--- src/rtl/bus_arb_2_pkg.sv ---
// bus_arb_2_pkg: shared bus types for the memory-port arbiter (FSM states, requester indices, byte-enable width)
package bus_arb_2_pkg;
  typedef enum logic [1:0] {ST_IDLE = 2'd0, ST_CMD = 2'd1, ST_RSP = 2'd2} state_e;
  localparam logic REQ_IF = 1'b0;
  localparam logic REQ_LS = 1'b1;
  localparam int BE_W = 4;
endpackage

--- src/rtl/bus_arb_2_mux.sv ---
// MUX_2: library 2:1 mux (I_SEL picks I_D1 when high, else I_D0; result on O_D)
module MUX_2 #(
  parameter int DW = 32
) (
  input  logic          I_SEL,
  input  logic [DW-1:0] I_D0,
  input  logic [DW-1:0] I_D1,
  output logic [DW-1:0] O_D
);
  assign O_D = I_SEL ? I_D1 : I_D0;
endmodule

--- src/rtl/bus_arb_2.sv ---
// bus_arb_2: round-robin fetch/LSU arbiter onto one memory port (ports: two requester cmd/gnt/rsp sets in, latched req/gnt/rvalid memory port out)
module bus_arb_2
  import bus_arb_2_pkg::*;
#(
  parameter int DW = 32,
  parameter int AW = 32
) (
  input  logic            I_CLK,
  input  logic            I_RSTN,
  input  logic            I_REQ0,
  input  logic            I_REQ1,
  input  logic            I_WE0,
  input  logic            I_WE1,
  input  logic [BE_W-1:0] I_BE0,
  input  logic [BE_W-1:0] I_BE1,
  input  logic [AW-1:0]   I_ADDR0,
  input  logic [AW-1:0]   I_ADDR1,
  input  logic [DW-1:0]   I_WDATA0,
  input  logic [DW-1:0]   I_WDATA1,
  output logic            O_GNT0,
  output logic            O_GNT1,
  output logic            O_RVALID0,
  output logic            O_RVALID1,
  output logic [DW-1:0]   O_RDATA0,
  output logic [DW-1:0]   O_RDATA1,
  output logic            O_M_REQ,
  output logic            O_M_WE,
  output logic [BE_W-1:0] O_M_BE,
  output logic [AW-1:0]   O_M_ADDR,
  output logic [DW-1:0]   O_M_WDATA,
  input  logic            I_M_GNT,
  input  logic            I_M_RVALID,
  input  logic [DW-1:0]   I_M_RDATA
);
  state_e          state_q;
  logic            owner_q, last_q, any, win, idle, rsp;
  logic            we_w;
  logic [BE_W-1:0] be_w;
  logic [AW-1:0]   addr_w;
  logic [DW-1:0]   wdata_w;
  assign any  = I_REQ0 | I_REQ1;
  assign win  = (I_REQ0 & I_REQ1) ? ~last_q : I_REQ1;
  assign idle = state_q == ST_IDLE;
  assign rsp  = state_q == ST_RSP;
  MUX_2 #(.DW(AW))   u_addr  (.I_SEL(win), .I_D0(I_ADDR0),  .I_D1(I_ADDR1),  .O_D(addr_w));
  MUX_2 #(.DW(DW))   u_wdata (.I_SEL(win), .I_D0(I_WDATA0), .I_D1(I_WDATA1), .O_D(wdata_w));
  MUX_2 #(.DW(BE_W)) u_be    (.I_SEL(win), .I_D0(I_BE0),    .I_D1(I_BE1),    .O_D(be_w));
  MUX_2 #(.DW(1))    u_we    (.I_SEL(win), .I_D0(I_WE0),    .I_D1(I_WE1),    .O_D(we_w));
  assign O_GNT0    = I_RSTN & idle & any & (win == REQ_IF);
  assign O_GNT1    = I_RSTN & idle & any & (win == REQ_LS);
  assign O_M_REQ   = state_q == ST_CMD;
  assign O_RVALID0 = rsp & I_M_RVALID & (owner_q == REQ_IF);
  assign O_RVALID1 = rsp & I_M_RVALID & (owner_q == REQ_LS);
  assign O_RDATA0  = I_M_RDATA;
  assign O_RDATA1  = I_M_RDATA;
  always_ff @(posedge I_CLK or negedge I_RSTN)
    if (!I_RSTN) begin
      state_q   <= ST_IDLE;
      owner_q   <= REQ_IF;
      last_q    <= REQ_LS;
      O_M_WE    <= 1'b0;
      O_M_BE    <= '0;
      O_M_ADDR  <= '0;
      O_M_WDATA <= '0;
    end else if (idle && any) begin
      state_q   <= ST_CMD;
      owner_q   <= win;
      last_q    <= win;
      O_M_WE    <= we_w;
      O_M_BE    <= be_w;
      O_M_ADDR  <= addr_w;
      O_M_WDATA <= wdata_w;
    end else if (O_M_REQ && I_M_GNT)
      state_q <= ST_RSP;
    else if (rsp && I_M_RVALID)
      state_q <= ST_IDLE;
endmodule

--- config.mk ---
export PLATFORM = sky130hd
export DESIGN_NAME = bus_arb_2
export DESIGN_NICKNAME = d
export VERILOG_FILES = /design/src/rtl/bus_arb_2_pkg.sv /design/src/rtl/bus_arb_2_mux.sv /design/src/rtl/bus_arb_2.sv
export SDC_FILE = /design/constraint.sdc
export NUM_CORES = 1
export LEC_CHECK = 0
export ABC_AREA = 1
export BUFFER_PORTS_ARGS = -buffer_cell sky130_fd_sc_hd__buf_2
export CAP_MARGIN = 10
export CORE_ASPECT_RATIO = 0.75
export CORE_MARGIN = 3
export CORE_UTILIZATION = 30
export CTS_CLUSTER_SIZE = 16
export DETAILED_ROUTE_END_ITERATION = 6
export PLACE_DENSITY_LB_ADDON = 0.12
export SYNTH_ARGS = -nofsm -noshare
export SYNTH_HDL_FRONTEND = slang
export SYNTH_HIERARCHICAL = 1
export SYNTH_SLANG_ARGS = --single-unit
--- constraint.sdc ---
create_clock -name I_CLK -period 2.5 [get_ports I_CLK]
set_input_delay 0.25 -clock I_CLK [delete_from_list [all_inputs] [get_ports I_CLK]]
set_output_delay 0.25 -clock I_CLK [all_outputs]
set_load 0.01 [all_outputs]
==> flow_metrics.py <==
metrics = {
    "worst_setup_path": {
        "crit_slowest_cell": "dfrtp_1",
        "cp_max_fo": 15,
        "crit_arrival_ps": 1750,
        "crit_path_max_incr_delay_ps": 440,
        "path_class": "flip-flop to output pin",
        "cp-end-kind": "output pin",
        "start_kind": "flip-flop",
        "cp_data_required_time_ps": 2250,
        "critical_path.cell_chain": "nor2_4 -> buf_4 -> nand3_1 -> nor2_1 -> buf_2",
    },
    "timing": {
        "fin_crit_sh_pct": 79.9,
        "tightest_slew_ps": 774,
        "setup_tns_ps": 0,
        "rsz0062_at_grt": "no",
        "final_max_slew_viol_count": 0,
        "slew-limit-headroom_pct": 48.4,
        "fmax_mhz": 501,
        "finalClockSkew_ps": 7.28,
        "hold_viol": 0,
        "setup_viol": 0,
        "min_period_ps": 2000,
    },
    "logic_synthesis": {
        "syn_area_um2": 4460,
        "ys_ff_latch": 73,
        "async_flop_share_pct": 100,
        "yosysMostFrequentCell": "nand2_1",
        "ys_top_cells_by_area": "dfrtp_1 40%, nand2_1 28%, buf_4 12%, nand3_1 8.1%, nand2_2 2.9%",
        "synth.largest_area_cell": "dfrtp_1",
        "yosysWarnings": 6,
        "ys_seq_area_share_pct": 40.9,
        "synth_edf_count": 0,
        "syn_area_per_cell_um2": 7.22,
        "syn_inst": 618,
        "synth_ff_type": "dfrtp_1",
        "syn-num-nets": 794,
        "yosysUniqueCellTypes": 19,
        "synth_common_cells": "334 x nand2_1, 72 x dfrtp_1, 72 x nand3_1, 70 x buf_4, 21 x nand2_2",
        "yosys.area.top_type_share_pct": 40.4,
    },
    "global_route": {
        "antenna_found_initial": 0,
        "grt_pass1_vias": 4048,
        "grt_pass1_wl_um": 20100,
        "grt_usage_pct": 15.1,
        "grt_remaining_overflow": 0,
        "grt_max_degree": 73,
    },
    "detailed_routing": {
        "wl_met3_um": 1090,
        "routedWlPerCell_um": 13.0,
        "wl_met1_um": 5530,
        "routed-wl-met2_um": 5670,
        "dr.pass1.iters": 4,
        "routed_via_density": 4.34,
        "dr.max_layer_used": "met4",
        "ant_nets": 0,
        "vias": 4143,
        "totalWireLength_um": 12400,
        "drc": 0,
        "first_iter_violations": 171,
    },
    "floorplan": {
        "die-area_um2": 16400,
        "coreArea_um2": 14100,
        "initial_utilization_pct": 31.6,
        "fp.dieH_um": 112,
        "io_pins": 314,
        "rows": 37,
        "die_w_um": 147,
    },
    "pwr": {
        "p_leak_nw": 3.28,
        "vdd_ir_drop_max_uv": 377,
        "powerDensity_nw_per_um2": 1060,
    },
    "clock_tree": {
        "cts_tree": "done",
        "clkTransAtPathRegs_ps": 60,
        "clk_latency_ps": 330,
        "root_buffer": "clkbuf_16",
        "htreeDepth": 3,
        "cts_buffer_depth": 2,
        "numCtsBuffers": 9,
        "post_cts_buffers": 0,
        "cts_sinks": 73,
    },
    "min_path": {
        "hold_class": "input pin to flip-flop",
    },
    "final_layout": {
        "drive_above_1_share_pct": 35.1,
        "final_util_pct": 38.0,
        "nFillCells": 1535,
        "nets": 932,
        "syn2layout_area_growth_pct": 20.2,
        "n_antenna_cell": 0,
    },
    "place": {
        "numPortBuffers": 217,
        "place_congestion": 0.761,
        "hpwl_um": 9180,
    },
    "outcome": {
        "status": "finished clean",
    },
    "job": {
        "cap_violations": 0,
    },
}
==> what timing repair did <==
action,4_1_cts,5_1_grt
resized for setup,0,0
hold buffers,1,0
hold endpoints to repair,32,0
endpoints found under the setup margin,0,0
==> placed cells by master, fill, tap and decap left out, types with 2 or more instances in the layout <==
master / count
inv_8: 2
dfrtp_1: 72
clkinvlp_4: 2
buf_4: 8
clkbuf_16: 9
nor2_1: 5
nand2_1: 334
clkinv_2: 2
inv_1: 7
nand3_1: 72
buf_2: 216
nand2_2: 21
==> state kept, by name (all words and copies together) (netlist names) <==
name and flops:
O_M_WDATA 32, owner_q 1, state_q 2, O_M_WE 1, O_M_ADDR 32, O_M_BE 4
last_q 1
==> path summary, 6_finish.rpt <==
path                          startpoint       endpoint  slack (ps)  depth (start not counted)
max                           state_q[1]         O_GNT0         500                          5
max in group asynchronous         I_RSTN  O_M_WDATA[20]        1150                          3
min                              I_M_GNT     state_q[1]         160                          3
min in group asynchronous         I_RSTN  O_M_WDATA[18]         420                          2
max reg2reg                   state_q[1]   O_M_ADDR[29]         770                          4
min reg2reg                O_M_WDATA[31]  O_M_WDATA[31]         470                          2
==> report_power, final <==
group          switching [W]  internal [W]
clock network       0.000493      0.000664
registers           0.000321       0.00174
logic                0.00154      0.000909
==> worst max-delay path: cells and delay by family, from the launching register on <==
family / cells / cell delay [ps]
buffers and inverters: 2 / 410
and+or+nand+nor: 3 / 570
DFF: 1 / 440
==> layer usage <==
metal / vias up / global-route usage [%]
li1: 2109 / -
met1: 1837 / 19.4
met2: 182 / 24.2
met3: 15 / 5.33
met4: 0 / 3.95
met5: - / 0
==> final cells by class <==
type / count / area [µm²] / share of cell area, %
flip-flops and latches: 73 / 1830 / 34.1
well taps: 195 / 244 / 4.55
clock inverters: 5 / 33.8 / 0.630
clock buffers: 10 / 229 / 4.27
repair buffers: 226 / 1170 / 21.8
inverters: 10 / 52.6 / 0.979
multi-input cells: 436 / 1810 / 33.7
==> stage by stage <==
stage / std cells / hold slack, ps / total power, W / setup WS, ps / cell area, µm²
after global placement: 939 / 251 / 0.00453 / 814 / 5090
after global routing: 955 / 169 / 0.00620 / 372 / 5370
after CTS: 955 / 138 / 0.00578 / 467 / 5370
after floorplan: 618 / -45.6 / 0.00373 / 933 / 4460
final: 955 / 155 / 0.00567 / 503 / 5370
after detailed placement: 939 / 264 / 0.00459 / 778 / 5090
==> cells by family (layout without fill, tap and decap cells) <==
| group | Yosys count | in the layout | synth area share (%) |
|---|---|---|---|
| simple gates | 434 | 434 | 40.0 |
| compound gates | 2 | 2 | 0.224 |
| buf+inv | 109 | 251 | 18.8 |
| flops | 73 | 73 | 40.9 |
(Power assumes the default switching activity.)
